**config.mk**
```make
export PLATFORM = sky130hd
export DESIGN_NAME = dist2jump_slew
export DESIGN_NICKNAME = d
export VERILOG_FILES = /design/src/rtl/dist2jump_slew.sv
export SDC_FILE = /design/constraint.sdc
export NUM_CORES = 1
export LEC_CHECK = 0
export ABC_AREA = 1
export ABC_CLOCK_PERIOD_IN_PS = 6200
export BUFFER_PORTS_ARGS = -buffer_cell sky130_fd_sc_hd__buf_2
export CAP_MARGIN = 10
export CORE_MARGIN = 2
export CORE_UTILIZATION = 46
export CTS_BUF_LIST = sky130_fd_sc_hd__clkbuf_4
export DETAILED_ROUTE_END_ITERATION = 7
export GPL_TIMING_DRIVEN = 0
export HOLD_SLACK_MARGIN = 0.03
export PLACE_DENSITY = 0.67
export SYNTH_ARGS = -nofsm -noshare
export SYNTH_HDL_FRONTEND = slang
export SYNTH_SLANG_ARGS = --single-unit
```
**constraint.sdc**
```tcl
create_clock -name clk -period 6.2 [get_ports clk]
set_input_delay 1.24 -clock clk [delete_from_list [all_inputs] [get_ports clk]]
set_output_delay 1.24 -clock clk [all_outputs]
set_load 0.1 [all_outputs]
```
**src/rtl/dist2jump_slew.sv**
```systemverilog
// Distance sample -> saturated NCO phase-increment target, with a slew-limited output increment.
// Build option DIST2JUMP_AVG_EN inserts a 4-tap moving average ahead of the multiplier.
module dist2jump_slew #(
  parameter int unsigned WIDTHIN  = 22,
  parameter int unsigned WIDTHOUT = 26,
  parameter int unsigned DECIMAL  = 16,
  parameter int unsigned SCALE    = 925,
  parameter int unsigned OFFSET   = 385528,
  parameter int unsigned MAX_STEP = 4096,
  parameter int unsigned SW_SHIFT = 12
) (
  input  logic                 clk,
  input  logic                 reset,
  input  logic                 in_valid,
  input  logic [WIDTHIN-1:0]   in,
  input  logic                 test_mode,
  input  logic [9:0]           SW,
  input  logic                 tick,
  output logic [WIDTHOUT-1:0]  out,
  output logic [WIDTHOUT-1:0]  target,
  output logic [2*WIDTHIN-1:0] large_jump,
  output logic                 settled
);

  localparam int unsigned PW = 2 * WIDTHIN;
  localparam logic [WIDTHOUT-1:0] OFF_W   = WIDTHOUT'(OFFSET);
  localparam logic [WIDTHOUT-1:0] STEP_W  = WIDTHOUT'(MAX_STEP);
  localparam logic [PW-1:0]       SCALE_W = PW'(SCALE);

  localparam logic [1:0] IDLE      = 2'd0;
  localparam logic [1:0] RAMP_UP   = 2'd1;
  localparam logic [1:0] RAMP_DOWN = 2'd2;

  logic [WIDTHIN-1:0] s1_in;
  logic               s1_en;

`ifdef DIST2JUMP_AVG_EN
  localparam int STAGES = 2;

  logic [3:0][WIDTHIN-1:0] hist;
  logic                    primed;
  logic [WIDTHIN+1:0]      hist_sum;

  // First accepted sample after reset fills every tap so the average starts flat.
  always_ff @(posedge clk) begin
    if (reset) begin
      hist   <= '0;
      primed <= 1'b0;
    end else if (in_valid) begin
      primed <= 1'b1;
      if (!primed) hist <= {4{in}};
      else         hist <= {hist[2:0], in};
    end
  end

  assign hist_sum = (WIDTHIN+2)'(hist[0]) + (WIDTHIN+2)'(hist[1])
                  + (WIDTHIN+2)'(hist[2]) + (WIDTHIN+2)'(hist[3]);
  assign s1_in    = WIDTHIN'(hist_sum >> 2);
`else
  localparam int STAGES = 1;

  assign s1_in = in;
`endif

  logic [STAGES:1] vld_pipe;

`ifdef DIST2JUMP_AVG_EN
  assign s1_en = vld_pipe[1];
`else
  assign s1_en = in_valid;
`endif

  always_ff @(posedge clk) begin
    if (reset) begin
      vld_pipe   <= '0;
      large_jump <= '0;
    end else begin
      vld_pipe[1] <= in_valid;
      for (int k = 2; k <= STAGES; k++) vld_pipe[k] <= vld_pipe[k-1];
      if (s1_en) large_jump <= SCALE_W * PW'(s1_in);
    end
  end

  // Stage 2: drop fraction bits, add offset, clamp on carry rather than wrap.
  logic [WIDTHOUT-1:0] scaled;
  logic [WIDTHOUT:0]   sum;
  logic [WIDTHOUT-1:0] sat_tgt;
  logic [WIDTHOUT-1:0] sw_tgt;

  assign scaled  = large_jump[WIDTHOUT+DECIMAL-1:DECIMAL];
  assign sum     = {1'b0, scaled} + {1'b0, OFF_W};
  assign sat_tgt = sum[WIDTHOUT] ? '1 : sum[WIDTHOUT-1:0];
  assign sw_tgt  = WIDTHOUT'(SW) << SW_SHIFT;

  function automatic logic [WIDTHOUT-1:0] clamp_step(input logic [WIDTHOUT-1:0] d);
    if (MAX_STEP == 0 || d < STEP_W) return d;
    return STEP_W;
  endfunction

  logic [1:0]          state, state_nx;
  logic [WIDTHOUT-1:0] out_nx, target_nx;

  // Direction is registered from this cycle's compare; the step also re-checks order so
  // a target that crossed out since the last compare can never cause an overshoot.
  always_comb begin
    state_nx  = IDLE;
    out_nx    = out;
    target_nx = target;
    if (out < target)      state_nx = RAMP_UP;
    else if (out > target) state_nx = RAMP_DOWN;
    if (tick && state == RAMP_UP && out < target)
      out_nx = out + clamp_step(target - out);
    else if (tick && state == RAMP_DOWN && out > target)
      out_nx = out - clamp_step(out - target);
    if (test_mode)          target_nx = sw_tgt;
    else if (vld_pipe[STAGES]) target_nx = sat_tgt;
  end

  always_ff @(posedge clk) begin
    if (reset) begin
      state   <= IDLE;
      out     <= OFF_W;
      target  <= OFF_W;
      settled <= 1'b1;
    end else begin
      state   <= state_nx;
      out     <= out_nx;
      target  <= target_nx;
      settled <= (out_nx == target_nx);
    end
  end

endmodule
```
==> results of run 1 <==
[power by group through the flow]
stage | clock network, W | logic, W | registers, W
after global placement | 0 | 0.00768 | 0.00101
after CTS | 0.000387 | 0.00781 | 0.00101
final | 0.000385 | 0.00797 | 0.00102
after detailed placement | 0 | 0.00776 | 0.00101
after global routing | 0.000408 | 0.00883 | 0.00103
after floorplan | 0 | 0.00505 | 0.00184
[worst max path at each step]
| stage | startpoint | end | slack, ns |
|---|---|---|---|
| 6_report | out[0] | settled | 0.28 |
| 5_1_grt | out[6] | settled | -0.1 |
| 4_1_cts | out[8] | settled | 0.008 |
| 3_5_place_dp | out[7] | settled | -0.69 |
| 3_3_place_gp | out[7] | settled | -0.74 |
| 2_1_floorplan | in[0] | large_jump[31] | 0.37 |
[cells in the final DEF (no fill, tap or decap), types with 10 or more instances in the layout]
master,count
nand2_1,568
inv_1,399
ha_1,201
nor2_1,191
a21oi_1,165
buf_2,135
nand3_1,128
fa_1,96
o21ai_0,91
dfxtp_1,63
xor2_1,47
conb_1,36
xnor2_1,34
nand4_1,30
clkbuf_1,21
buf_4,19
nor3_1,17
nand2_2,15
o21ai_1,15
dfxtp_2,15
o21a_1,14
a31oi_1,13
nor2_4,12
nand3b_1,11
clkbuf_4,10
dfxtp_4,10
[flip-flops by register name, indices dropped and copies added (netlist names)]
name        cells
out            26
settled         1
target         26
large_jump     32
vld_pipe        1
state           2
[through the flow]
stage                     area [µm²]  hold WS, ns  total power (W)
after detailed placement       16400        0.490          0.00877
after global routing           16800        0.553           0.0103
after floorplan                15300        0.732          0.00689
after global placement         16400        0.488          0.00869
after CTS                      16600        0.532          0.00920
final                          16800        0.525          0.00938
[cell type report]
| class | instances | area (µm²) | area share |
|---|---|---|---|
| Multi-Input combinational cell | 1778 | 11800 | 0.700 |
| Sequential cell | 88 | 1820 | 0.108 |
| Inverter | 414 | 1560 | 0.0929 |
| Timing Repair Buffer | 125 | 643 | 0.0383 |
| Tap cell | 442 | 553 | 0.0329 |
| Buffer | 59 | 310 | 0.0185 |
| Clock inverter | 7 | 77.6 | 0.00462 |
| Clock buffer | 9 | 67.6 | 0.00402 |
| Antenna cell | 4 | 10.0 | 0.000596 |
[metal layers]
metal,part of all wire,wire [µm],track usage
met5,0.00013,7,0
met4,0.042,2250,0.135
met3,0.072,3850,0.0610
met2,0.47,25300,0.537
met1,0.41,22100,0.384
[critical path: cells and delay by family, from the launching register on]
kind,cells,cell delay [ns]
AND/OR/NAND/NOR,27,2.89
adder cells (fa/ha/maj),3,1.09
buffers and inverters,5,0.63
AO/OA/AOI/OAI,3,0.55
flip-flops,1,0.46
XOR/XNOR,1,0.26
[cells by family (layout without fill, tap and decap cells)]
logic type / after synthesis / after routing / share of synthesized area
simple gates: 1011 / 1011 / 0.289
buf+inv: 474 / 614 / 0.123
compound gates: 349 / 349 / 0.129
fa+ha+maj: 300 / 300 / 0.295
flops: 88 / 88 / 0.116
xor+xnor: 82 / 82 / 0.0473
other cells: 2 / 40 / 0.000495
[repair_timing]
item                       CTS  global route
setup endpoints to repair    1             3
pin swaps                    0             3
resized for setup           22            43
setup buffers                2             5
hold endpoints to repair     0             0
==> run metrics, run 1 <==
cell with the most instances after synthesis=nand2_1; Hold Buf Count CTS=0; Reg-to-Reg End=settled; f_max=0.169 GHz; non-filler cells in the finished layout=between 2,000 and 3,000; # port buffers=118; Initial Util=0.466; Peak VDD IR=0.255 mV; Cells after DPL=2,900; Critical R2R Launch=out[0]; Final WS setup=0.283 ns; TritonCTS clock tree=built; post-synth cell types=51; switching power total=0.00603 W; clk buf depth=2; via count=approximately 15,000; clock slew at reported path FFs=0.18 ns; P_int=0.00335 W; Area Overhead vs Synth=10.7%; cell mode on critical path=nand2_1; Die H=186 µm; HP Start=large_jump[1]; Synth area leader=ha_1; initial drt markers=about 1,200; register bit total from synthesis=88; DR vias/cell=roughly 5.3; Pwr Density=559 mW/mm²; hold path cells=2; initial antenna violation count=4; RSZ-0062 raised after global routing=true; Util after Layout=0.516; DRC viols=0; Post-synth EDFFs=0; vias in the first global route=14,800; flop-to-flop setup slack=approximately 0.28 ns; HP Class=register to register; max-slew violations=0; H-tree levels=3; Max-cap violations=0; gr ovfl total=0; register area share after synthesis=0.116; NumNets Final=approximately 2,800; Placer Congestion=1.02; final worst path period share=0.954; Clock power frac=0.041; die area=0.0345 mm²; top post-synthesis cells by area=ha_1 17%, nand2_1 14%, fa_1 13%; die width=approximately 190 µm; Final Hold Violating Endpoints=0; wire length per cell=18.3 µm; Worst Path Required=6.64 ns; Post-Syn Area per Cell=6.58 µm²; slowest cell delay on critical path=0.47 ns; slowest stage cell on the critical path=fa_1; layout cells sized above 1=0.117; Core ar.=0.0325 mm²; post-layout min period=5.92 ns; YS warnings=0; Mapped Cells=2,306; synth cell count leaders=571 x nand2_1, 400 x inv_1, 203 x ha_1; gr usage total=0.314; Seq pwr share=0.109; first-pass GRT wire length=81,700 µm; First-pass DRT Iterations=7; status=completed; antenna viol nets, final=0; top-area cell type share of the netlist area=0.167; worst-margin pin slew=~0.86 ns; # clock sinks=88; crit path DAT=between 6 and 7 ns; Cell Rows=66; largest net degree at the start of global routing=17; critical path class=register to register; Leakage=roughly 9 nW; pre-CTS WS=-0.686 ns; ys flop type=dfxtp_1; CP Launch Type=register; fill count=3,464; Worst R2R Path Depth=39; DP HPWL=~45,000 µm; Net Sw Frac=0.643; maximum fanout along the worst path=7; relative slew slack=0.420; Routed WL=53,500 µm; Async SR Flop Fraction=0; hold endpoint=large_jump[1]; combinational power share=0.850; Post-Synthesis Cell Area=0.0152 mm²; clk root buf=clkbuf_4; final setup vio count=0; total CTS buffers=9; Final Skew=0.0324 ns; insertion delay to the later sink of the worst-skew pair=0.49 ns; I/O pins=roughly 130; Fin Setup TNS=0 ns; Crit. End Element=register
Note: power is estimated with default switching activity, not from simulation.
==> run 2, diff against run 1 <==
--- a/config.mk
+++ b/config.mk
@@ -16,6 +16,7 @@
 export GPL_TIMING_DRIVEN = 0
 export HOLD_SLACK_MARGIN = 0.03
 export PLACE_DENSITY = 0.67
+export REMOVE_ABC_BUFFERS = 1
 export SYNTH_ARGS = -nofsm -noshare
 export SYNTH_HDL_FRONTEND = slang
 export SYNTH_SLANG_ARGS = --single-unit
==> run 2 against run 1 <==
Net effect:
- combinational power shrank 0.5%
- global-route usage shrank 2.8 points
- cell count fell by 2.2%
- clock skew increased by 0.0057 ns
- design area fell by 2.1%
- routed wire length is 8.2% lower
- largest power group unchanged
- highest routed layer unchanged
==> run metrics, run 2 (synthesis results as in run 1) <==
status=completed; layout cells sized above 1=0.108; grt met3 use=0.0387; Area Overhead vs Synth=8.29%; first-pass GRT wire length=around 75,000 µm; Seq pwr share=0.104; hold endpoint=large_jump[3]; post-CTS sizing=16; Pwr Density=563 mW/mm²; wire length per cell=around 17 µm; Min Hold Slack=0.509 ns; gr usage total=0.285; NumNets Final=2,749; most common cell after layout, fill and taps aside=nand2_1; Core ar.=between 0.03 and 0.04 mm²; M1 GR Usage=0.344; DR vias/cell=5.25; final worst path period share=0.966; # clock sinks=88; clk buf depth=2; max-slew violations=0; Net Sw Frac=0.642; Placer Congestion=between 0.9 and 1; DRC viols=0; Worst R2R Path Depth=33; Peak VDD IR=0.248 mV; final setup vio count=0; Util after Layout=0.505; I/O pins=134; Cell Rows=66; CP Launch Type=input pin; TritonCTS clock tree=built; Die H=roughly 190 µm; post-layout min period=5.99 ns; H-tree levels=3; # port buffers=121; HP Start=large_jump[3]; crit path DAT=6.46 ns; most frequent cells in the layout=567 x nand2_1, 399 x inv_1, 191 x ha_1; Reg-to-Reg End=settled; clk root buf=clkbuf_4; GRT met2 Usage=0.509; Final Skew=0.0381 ns; biggest regs=large_jump (32), out (26), target (26); Leakage=8.97 nW; worst-margin pin slew=1.26 ns; RSZ-0062 raised after global routing=true; maximum fanout along the worst path=6; hold path cells=2; Worst Path Required=around 6.7 ns; die area=0.0345 mm²; Routed WL=49,100 µm; relative slew slack=0.157; total CTS buffers=9; Most Crowded Layer GR=met2; vias in the first global route=approximately 14,000; insertion delay to the later sink of the worst-skew pair=0.53 ns; antenna viol nets, final=0; f_max=0.167 GHz; initial antenna violation count=6; Initial Util=0.466; Critical R2R Launch=out[5]; Hold Buf Count CTS=0; max FFs per register=32; clock slew at reported path FFs=0.16 ns; switching power total=0.00594 W; initial drt markers=slightly above 900; HP Class=register to register; First-pass DRT Iterations=5; flop-to-flop setup slack=0.28 ns; Crit. End Element=register; P_int=0.00331 W; Final Hold Violating Endpoints=0; die width=186 µm; largest net degree at the start of global routing=61; Max-cap violations=0; Biggest register=large_jump; DP HPWL=between 40,000 and 50,000 µm; Post-CTS Repair Setup Buffers=0; gr ovfl total=0; combinational power share=0.856; Clock power frac=0.040; total power=0.00925 W; via count=15,000; critical path class=input pin to register
## run 2: worst max path at each step
stage,start,to,slack (ns),cells after the start
2_1_floorplan,in[0],large_jump[31],0.37,22
3_3_place_gp,in[0],large_jump[31],-0.35,23
3_5_place_dp,in[0],large_jump[31],-0.41,23
4_1_cts,out[2],settled,0.01,36
5_1_grt,target[0],settled,-0.06,37
6_report,in[0],large_jump[31],0.21,23
## run 2: power by group through the flow
stage | logic [W] | registers (W) | clock network (W)
after floorplan | 0.00500 | 0.00184 | 0
after global placement | 0.00767 | 0.000952 | 0
after detailed placement | 0.00776 | 0.000954 | 0
after CTS | 0.00782 | 0.000944 | 0.000379
after global routing | 0.00874 | 0.000978 | 0.000396
final | 0.00793 | 0.000959 | 0.000370
## run 2: critical path, cell delays in order
cell,delay [ns]
buf_2,0.15
fa_1,0.54
inv_1,0.05
fa_1,0.50
inv_1,0.05
fa_1,0.46
fa_1,0.57
fa_1,0.42
ha_1,0.36
nand3_1,0.09
nand2_1,0.11
nand3_1,0.08
nand2_1,0.10
a31oi_1,0.14
o21ai_1,0.30
nand2_1,0.10
nand2_1,0.11
a21oi_1,0.10
o21a_1,0.22
o21ai_0,0.21
xor2_1,0.35
o21ai_0,0.12
inv_1,0.08
## run 2: metal layers
layer | part of all wire | vias to the layer above | wire length (µm)
li1 | - | 7511 | -
met1 | 0.41 | 7003 | 20300
met2 | 0.49 | 405 | 24100
met3 | 0.053 | 103 | 2590
met4 | 0.042 | 8 | 2070
met5 | 0.00098 | - | 48
## run 2: final cells by class
cell class | count | area [µm²]
sequential | 88 | 1800
timing repair buffer | 121 | 606
fill | 3447 | 16100
clock inverter | 7 | 78.8
inverter | 414 | 1560
antenna | 2 | 5.00
clock buffer | 9 | 67.6
multi-input combinational | 1778 | 11800
tap | 442 | 553
## run 2: stage by stage
stage	worst slack (ns)	area (µm²)	setup TNS, ns	instances
6_report	0.213	16400	0	2861
5_1_grt	-0.0596	16400	-0.0596	2860
4_1_cts	0.00950	16300	0	2859
3_5_place_dp	-0.409	16200	-1.32	2843
3_3_place_gp	-0.355	16200	-1.10	2843
2_1_floorplan	0.368	15000	0	2280
==> run 3, diff against run 2 <==
--- a/config.mk
+++ b/config.mk
@@ -5,13 +5,12 @@
 export SDC_FILE = /design/constraint.sdc
 export NUM_CORES = 1
 export LEC_CHECK = 0
-export ABC_AREA = 1
 export ABC_CLOCK_PERIOD_IN_PS = 6200
 export BUFFER_PORTS_ARGS = -buffer_cell sky130_fd_sc_hd__buf_2
 export CAP_MARGIN = 10
 export CORE_MARGIN = 2
 export CORE_UTILIZATION = 46
-export CTS_BUF_LIST = sky130_fd_sc_hd__clkbuf_4
+export CTS_BUF_LIST = sky130_fd_sc_hd__clkbuf_8
 export DETAILED_ROUTE_END_ITERATION = 7
 export GPL_TIMING_DRIVEN = 0
 export HOLD_SLACK_MARGIN = 0.03
==> run 3 against run 2 <==
Net effect:
- largest power group unchanged
- combinational power grew 18%
- hold slack lost 0.017 ns
- the run now ends with setup timing left
- clock-buffer cell count grew 2
- sequential power grew 5%
==> run metrics, run 3 <==
First-pass DRT Iterations=6; relative slew slack=0.277; Fin Setup TNS=-1.52 ns; Async SR Flop Fraction=0; first-pass GRT wire length=75,400 µm; P_int=0.00464 W; slowest stage cell on the critical path=a2111oi_0; Top delay family on crit path=compound AO/OA/AOI/OAI gates; die area=0.0336 mm²; pre-CTS WS=-3.14 ns; biggest regs=large_jump (32), out (26), target (26); layout cells sized above 1=0.224; failing checks=setup timing; Leakage=8.17 nW; Routed WL=around 50,000 µm; final worst path period share=1.18; antenna viol nets, final=0; clk root buf=clkbuf_8; Max-cap violations=0; wire length per cell=between 20 and 25 µm; RSZ-0062 raised after global routing=true; cell with the most instances after synthesis=ha_1; Clock power frac=0.042; Cell Rows=65; Seq pwr share=0.093; DP HPWL=38,300 µm; DRC viols=0; most common cell after layout, fill and taps aside=inv_1; Min Hold Slack=0.493 ns; worst-margin pin slew=1.08 ns; Biggest register=large_jump; initial antenna violation count=4; clk buf depth=2; crit path DAT=7.63 ns; HP Class=register to register; Final Skew=around 0.016 ns; gr usage total=0.287; initial drt markers=1,139; # clock sinks=roughly 90; synth cell count leaders=203 x ha_1, 179 x inv_1, 166 x nor2_1; top-area cell type share of the netlist area=0.172; most frequent cells in the layout=173 x inv_1, 164 x ha_1, 160 x nor2_1; Worst Path Required=6.52 ns; register area share after synthesis=0.119; TritonCTS clock tree=built; maximum fanout along the worst path=15; max FFs per register=32; # port buffers=121; NumNets Final=around 2,300; status=complete, but fails checks; Mapped Cells=1,828; cell mode on critical path=o21ai_2; area post-placement=0.0157 mm²; Worst Path Buf+Inv=2; Final WS setup=-1.11 ns; ys flop type=dfxtp_1; H-tree levels=3; Placer Congestion=0.973; I/O pins=134; final setup vio count=3; combinational power share=0.865; Post-synth EDFFs=0; max-slew violations=0; total CTS buffers=9; Area Overhead vs Synth=20.4%; Post-Synthesis Cell Area=0.0148 mm²; CP Launch Type=register; critical path class=register to register; post-layout min period=about 7.3 ns; slowest cell delay on critical path=0.49 ns; Peak VDD IR=0.313 mV; Final Cell Area=0.0178 mm²; switching power total=around 0.0062 W; gr ovfl total=0; Die H=183 µm; Crit. End Element=register; vias in the first global route=13,900; via count=about 14,000; post-synth cell types=96; largest net degree at the start of global routing=86; f_max=0.137 GHz; Post-Syn Area per Cell=just over 8 µm²; top post-synthesis cells by area=ha_1 17%, fa_1 13%, dfxtp_1 12%; insertion delay to the later sink of the worst-skew pair=approximately 0.4 ns; DR vias/cell=5.92; Synth area leader=ha_1; die width=183 µm; Core ar.=0.0316 mm²; register bit total from synthesis=around 90; Initial Util=0.468; YS warnings=0; Final Hold Violating Endpoints=0; Pwr Density=roughly 610 mW/mm²; Net Sw Frac=0.572; clock slew at reported path FFs=roughly 0.09 ns
[run 3: cell type report]
cell class                      count  area, µm²
Antenna cell                        1       2.50
Clock buffer                       11        151
Clock inverter                      5       63.8
Fill cell                        2916      13800
Inverter                          179        676
Multi-Input combinational cell   1518      13100
Sequential cell                    88       1820
Tap cell                          402        503
Timing Repair Buffer              212       1440
[run 3: power groups by stage]
stage | registers (W) | logic, W | clock network, W
6_report | 0.00101 | 0.00938 | 0.000452
5_1_grt | 0.00103 | 0.0101 | 0.000484
4_1_cts | 0.00100 | 0.00881 | 0.000459
3_5_place_dp | 0.000992 | 0.00792 | 0
3_3_place_gp | 0.000988 | 0.00781 | 0
2_1_floorplan | 0.00180 | 0.00532 | 0
[run 3: timing repair]
action | in CTS | in global routing
hold buffers | 0 | 0
pin swaps | 72 | 45
buffers inserted | 54 | 31
resized for setup | 194 | 76
cloned | 0 | 0
endpoints found under the setup margin | 24 | 13
[run 3: worst paths after layout]
check,depth (start not counted),to,slack (ns),startpoint
setup / recovery,30,settled,-1.11,out[15]
hold / removal,2,large_jump[3],0.49,large_jump[3]
setup reg to reg,30,settled,-1.11,out[15]
hold reg to reg,2,large_jump[3],0.49,large_jump[3]
[run 3: metal layers]
metal / track usage / part of all wire / wire length (µm) / up-vias
met1: 0.349 / 0.41 / 20100 / 6882
met4: 0.147 / 0.056 / 2730 / 6
met3: 0.0500 / 0.061 / 3010 / 163
li1: - / - / - / 6743
met2: 0.489 / 0.47 / 23100 / 509
met5: 0 / 0.00067 / 33 / -
[run 3: cell families after synthesis]
logic type	after synthesis	share of synthesized area
DFF	88	0.119
xor gates and xnor gates	123	0.0730
muxes	50	0.0340
and+or+nand+nor	544	0.182
buffers and inverters	256	0.0719
adders and majority gates	300	0.304
other	2	0.000509
AOI/OAI and AO/OA	465	0.216
[run 3: worst register-to-register path: cells and delay by family (launching register included)]
kind	cells	cell delay (ns)
AOI/OAI and AO/OA	14	3.38
xor gates and xnor gates	2	0.46
adders and majority gates	2	0.70
buffers and inverters	2	0.25
DFF	1	0.43
muxes	1	0.11
and+or+nand+nor	9	1.88
[run 3: through the flow]
step	cells	total power (W)	util
after global routing	2415	0.0116	0.564
after floorplan	1785	0.00712	-
after detailed placement	2313	0.00892	0.498
after global placement	2308	0.00879	0.495
final	2416	0.0108	0.564
after CTS	2383	0.0103	0.543
